[src/rtl/proc_csr_io_unit.sv]
// CSR I/O unit: CSRR input mux, a DEPTH-stage CSRW pipeline from X to commit,
// and a per-channel output handshake. Optional macro CSR_IO_READBACK_EN enables readback.
module proc_csr_io_unit #(
    parameter int NBITS = 32,
    parameter int N_IN  = 3,
    parameter int N_OUT = 3,
    parameter int DEPTH = 3,
    parameter int SELW  = $clog2(N_IN + N_OUT + 1)
) (
    input  logic                     clk,
    input  logic                     rst,
    input  logic                     pipe_en,
    input  logic                     kill_X,
    input  logic [SELW-1:0]          csrr_sel_D,
    input  logic [N_IN*NBITS-1:0]    in_data,
    output logic [NBITS-1:0]         csrr_data_X,
    input  logic                     csrw_val_D,
    input  logic [SELW-1:0]          csrw_sel_D,
    input  logic [NBITS-1:0]         csrw_data_D,
    output logic [N_OUT*NBITS-1:0]   out_data,
    output logic [N_OUT-1:0]         out_val,
    output logic [N_OUT-1:0]         out_pending,
    input  logic [N_OUT-1:0]         out_ack,
    output logic [N_OUT-1:0]         out_overrun
);

    logic [NBITS-1:0]       r_csrr_data;
    logic [DEPTH-1:0]       r_stg_val;
    logic [SELW-1:0]        r_stg_sel  [DEPTH];
    logic [NBITS-1:0]       r_stg_data [DEPTH];
    logic [N_OUT*NBITS-1:0] r_out_data;
    logic [N_OUT-1:0]       r_out_val;
    logic [N_OUT-1:0]       r_out_pending;
    logic [N_OUT-1:0]       r_out_overrun;

    logic [DEPTH-1:0]       w_adv_val;
    logic [N_OUT-1:0]       w_commit;
    logic [NBITS-1:0]       w_rd_data;

    // Stage valids as seen leaving this edge; a kill squashes the token sitting in X
    always_comb begin
        w_adv_val    = r_stg_val;
        w_adv_val[0] = r_stg_val[0] & ~kill_X;
    end

    // Per-channel commit strobe from the last stage on an advancing edge
    always_comb begin
        w_commit = {N_OUT{1'b0}};
        for (int k = 0; k < N_OUT; k++) begin
            if (pipe_en && w_adv_val[DEPTH-1] && (r_stg_sel[DEPTH-1] == SELW'(k))) begin
                w_commit[k] = 1'b1;
            end else begin
                w_commit[k] = 1'b0;
            end
        end
    end

    // CSRR source mux; out-of-range selects read as zero
    always_comb begin
        w_rd_data = {NBITS{1'b0}};
        for (int i = 0; i < N_IN; i++) begin
            w_rd_data = w_rd_data |
                ((csrr_sel_D == SELW'(i)) ? in_data[i*NBITS +: NBITS] : {NBITS{1'b0}});
        end
`ifdef CSR_IO_READBACK_EN
        for (int j = 0; j < N_OUT; j++) begin
            w_rd_data = w_rd_data |
                ((csrr_sel_D == SELW'(N_IN + j)) ? r_out_data[j*NBITS +: NBITS] : {NBITS{1'b0}});
        end
`endif
    end

    // CSRR operand register and write pipeline
    always_ff @(posedge clk) begin
        if (rst) begin
            r_csrr_data <= {NBITS{1'b0}};
            r_stg_val   <= {DEPTH{1'b0}};
            for (int k = 0; k < DEPTH; k++) begin
                r_stg_sel[k]  <= {SELW{1'b0}};
                r_stg_data[k] <= {NBITS{1'b0}};
            end
        end else if (pipe_en) begin
            r_csrr_data   <= w_rd_data;
            // The D token is dropped as well when X is squashed
            r_stg_val[0]  <= csrw_val_D & ~kill_X;
            r_stg_sel[0]  <= csrw_sel_D;
            r_stg_data[0] <= csrw_data_D;
            for (int k = 1; k < DEPTH; k++) begin
                r_stg_val[k]  <= w_adv_val[k-1];
                r_stg_sel[k]  <= r_stg_sel[k-1];
                r_stg_data[k] <= r_stg_data[k-1];
            end
        end else begin
            r_stg_val[0] <= w_adv_val[0];
        end
    end

    // Output registers and handshake flags
    always_ff @(posedge clk) begin
        if (rst) begin
            r_out_data    <= {(N_OUT*NBITS){1'b0}};
            r_out_val     <= {N_OUT{1'b0}};
            r_out_pending <= {N_OUT{1'b0}};
            r_out_overrun <= {N_OUT{1'b0}};
        end else begin
            r_out_val <= w_commit;
            for (int k = 0; k < N_OUT; k++) begin
                if (w_commit[k]) begin
                    r_out_data[k*NBITS +: NBITS] <= r_stg_data[DEPTH-1];
                end
                r_out_pending[k] <= w_commit[k] | (r_out_pending[k] & ~out_ack[k]);
                // Commit racing an ack leaves overrun alone
                if (w_commit[k] && !out_ack[k]) begin
                    r_out_overrun[k] <= r_out_overrun[k] | r_out_pending[k];
                end else if (out_ack[k] && !w_commit[k]) begin
                    r_out_overrun[k] <= 1'b0;
                end
            end
        end
    end

    assign csrr_data_X = r_csrr_data;
    assign out_data    = r_out_data;
    assign out_val     = r_out_val;
    assign out_pending = r_out_pending;
    assign out_overrun = r_out_overrun;

endmodule

[config.mk]
export PLATFORM = sky130hd
export DESIGN_NAME = proc_csr_io_unit
export DESIGN_NICKNAME = d
export VERILOG_FILES = /design/src/rtl/proc_csr_io_unit.sv
export SDC_FILE = /design/constraint.sdc
export NUM_CORES = 1
export LEC_CHECK = 0
export CAP_MARGIN = 20
export CORE_ASPECT_RATIO = 1.25
export CORE_MARGIN = 8
export CORE_UTILIZATION = 35
export DETAILED_ROUTE_END_ITERATION = 10
export PLACE_DENSITY = 0.66
export SETUP_SLACK_MARGIN = 0.3
export SLEW_MARGIN = 10
export SYNTH_ARGS = -nofsm -noshare
export SYNTH_HDL_FRONTEND = slang
export SYNTH_SLANG_ARGS = --single-unit
[constraint.sdc]
create_clock -name clk -period 6.3 [get_ports clk]
set_input_delay 0.63 -clock clk [delete_from_list [all_inputs] [get_ports clk]]
set_output_delay 0.63 -clock clk [all_outputs]
set_load 0.03 [all_outputs]
==> flow_metrics.tcl <==
set metrics [dict create \
    outcome "finished clean" \
    worst-setup-path-type "in2reg" \
    drt_wl_total_um 23100 \
    worstSkewPairLatency_ns 0.51 \
    final_area_um2 13500 \
    crit_start "pipe_en" \
    cts_resized 0 \
    antenna_found_initial 3 \
    cts_hold_buf 0 \
    area_growth_pct 38.8 \
    clk_path_buf_depth 3 \
    vias 6311 \
    layout_min_cycle_time_ns 2.70 \
    finClkSkew_ns 0.0156 \
    cp_data_required_time_ns 6.44 \
    setup_violations 0 \
    start_util_pct 35.4 \
    hpwl_um 16500 \
    grtUsageTotal_pct 13.2 \
    p_per_area_nw_per_um2 254 \
    dieArea_um2 33500 \
    hold_path_depth 2 \
    setup_tns_ns 0 \
    synth_area_um2 9740 \
    timing.rr.start "r_stg_sel[0][7]" \
    slew_headroom_pct 25.9 \
    detail_route.wl_per_cell_um 16.6 \
    crit_path_frequent_cell "buf_4" \
    cts_buffers 25 \
    cp_max_fo 65 \
    reg2regPathDepth 7 \
    grt_start_max_net_pins 143 \
    finalPower_uw 3430 \
    cts_setup_buffers 0 \
    grt_remaining_overflow 0 \
    ir_worst_vdd_mv 0.175 \
    layout.nets 1172 \
    crit_end "r_stg_data[0][77]" \
    muxShareOfSynthArea_pct 13.4 \
    vias_per_cell 4.52 \
    synth_compound_area_share_pct 3.65 \
    yosysWarnings 0 \
    synth_fp_nets 916 \
    hold_viol_final 0 \
    worst_r2r_endpoint "out_overrun[0]" \
    rows 68 \
    endpoint_kind "flop" \
    r2r_slack_ns 4.12 \
    cpMaxStageDelayCell "buf_4" \
    cp-start-kind "input pin" \
    core_um2 27500 \
    yosys.area_share.simple_pct 17.8 \
    ant_nets 0 \
    synthAdderAreaFrac_pct 0.385 \
    slew_violations 0 \
    synth_area_leaders "edfxtp_1 (32%), dfxtp_1 (29%), mux2i_1 (13%)" \
    clockRootBuffer "clkbuf_16" \
    hold_path.class "reg2reg" \
    cap_violations 0 \
    grt_pass1_vias 6549 \
    synth.largest_area_cell "edfxtp_1" \
    drtPass1Iterations 4 \
    die_y_um 203 \
    worst_pin_slew_ns 1.11 \
    avgSynthCellArea_um2 12.6 \
    synth-seq-area-share_pct 61.1 \
    die_w_um 165 \
    grt_pass1_wl_um 35700 \
    io_buffers 278 \
    place_congestion 0.749 \
    cts.sinks 245 \
    cts_tree "done" \
    drive_above_1_share_pct 5.26 \
    h-tree-depth 1 \
    synth_seq_cells 245 \
    clkSlewWorstSetupHoldPaths_ns 0.06 \
    period_share_pct 42.9 \
    yosysUniqueCellTypes 25 \
    postPlaceCellArea_um2 12700 \
    timing.fmax_ghz 0.370 \
    crit_path_max_incr_delay_ns 0.72 \
    synth_top_family_by_area "simple AND/OR/NAND/NOR gates" \
    initialDrtViolationCount 252 \
    io_pins 279 \
    postSynthCellCount 771 \
    yosys.area.top_type_share_pct 32.4 \
    drc 0 \
    synthXorXnorAreaFrac_pct 0 \
    cp.arrival_ns 2.84 \
    rsz0062_at_grt "no" \
    p_leak_uw 0.00540 \
    crit_chain "clkdlybuf4s50_1 > nor2_2 > buf_4 > inv_4 > buf_4" \
]
## registers in the layout, indices dropped and copies added, names as in the netlist
| name | cells |
|---|---|
| out_data | 96 |
| r_stg_data | 96 |
| csrr_data_X | 32 |
| r_stg_sel | 9 |
| out_overrun | 3 |
| out_pending | 3 |
| out_val | 3 |
| r_stg_val | 3 |
## final cells by class
cell class                      instances  area [um^2]
Multi-Input combinational cell        461         3430
Timing Repair Buffer                  284         2830
Fill cell                            2462        14000
Inverter                               10         42.5
Antenna cell                            1         2.50
Clock buffer                           29          661
Sequential cell                       245         5960
Tap cell                              350          438
Clock inverter                         17          156
## metrics by stage
| step | hold WS, ns | instances | util (%) | setup slack, ns |
|---|---|---|---|---|
| finish | 0.474 | 1397 | 49.2 | 3.60 |
| global route | 0.495 | 1397 | 49.2 | 3.42 |
| CTS | 0.479 | 1395 | 49.1 | 3.56 |
| detailed placement | 0.468 | 1349 | 46.1 | 3.03 |
| global placement | 0.461 | 1349 | 46.1 | 3.09 |
| floorplan | 0.445 | 771 | - | 2.73 |
## worst min-delay path by stage
stage                     slack [ns]    startpoint           end
after floorplan                 0.44  r_stg_val[1]  r_stg_val[1]
after global placement          0.46  out_data[24]  out_data[24]
after detailed placement        0.47  out_data[24]  out_data[24]
after CTS                       0.48  out_data[13]  out_data[13]
after global routing            0.49  out_data[24]  out_data[24]
final                           0.47  out_data[13]  out_data[13]
## power by group
group	switching, uW	internal [uW]	leakage (uW)	total [uW]
Combinational	98.5	137	0.00272	235
Clock	592	871	0.000405	1460
Sequential	15.8	1710	0.00228	1730
## synth_stat cells, drive strengths merged
cell    count
nand3b      1
nand2b    129
or4         1
nand2       4
nor2       40
inv         8
buf        21
a21oi       7
edfxtp    105
and4bb      1
clkbuf     34
or4b        3
mux2i     130
ha          3
a221o      32
nor3        4
nor2b       1
and2      105
dfxtp     140
clkinv      2
## layout by cell type, fill, tap and decap left out
cell type	n
a21oi_1	7
a221o_1	32
and2_1	105
and4bb_2	1
buf_12	1
buf_2	1
buf_4	6
bufinv_16	3
clkbuf_1	2
clkbuf_16	25
clkbuf_8	2
clkdlybuf4s50_1	276
clkinv_1	6
clkinv_2	8
clkinvlp_2	1
dfxtp_1	140
diode_2	1
edfxtp_1	105
ha_1	3
inv_1	7
inv_4	1
inv_6	1
mux2i_1	130
nand2_1	3
nand2_4	1
nand2b_1	129
nand3b_1	1
nor2_1	39
nor2_2	1
nor2b_4	1
nor3_1	4
or4_1	1
or4b_1	1
or4b_4	2
## logic make-up after synthesis
kind of cell,Yosys count
simple gates,289
flops,245
compound gates,39
mux,130
fa+ha+maj,3
buf+inv,65
## worst max-delay path: cells and delay by family
| kind | cells | cell delay (ns) |
|---|---|---|
| buffers and inverters | 4 | 2.09 |
| AND/OR/NAND/NOR | 1 | 0.07 |
## routing by layer
layer / up-vias / GRT usage [%] / routed length (um)
met1: 2895 / 15.6 / 9340
met5: - / 0 / 22
met2: 223 / 22.1 / 11100
met3: 29 / 4.94 / 2300
met4: 4 / 3.64 / 394
li1: 3160 / - / -
(Power assumes the default switching activity.)
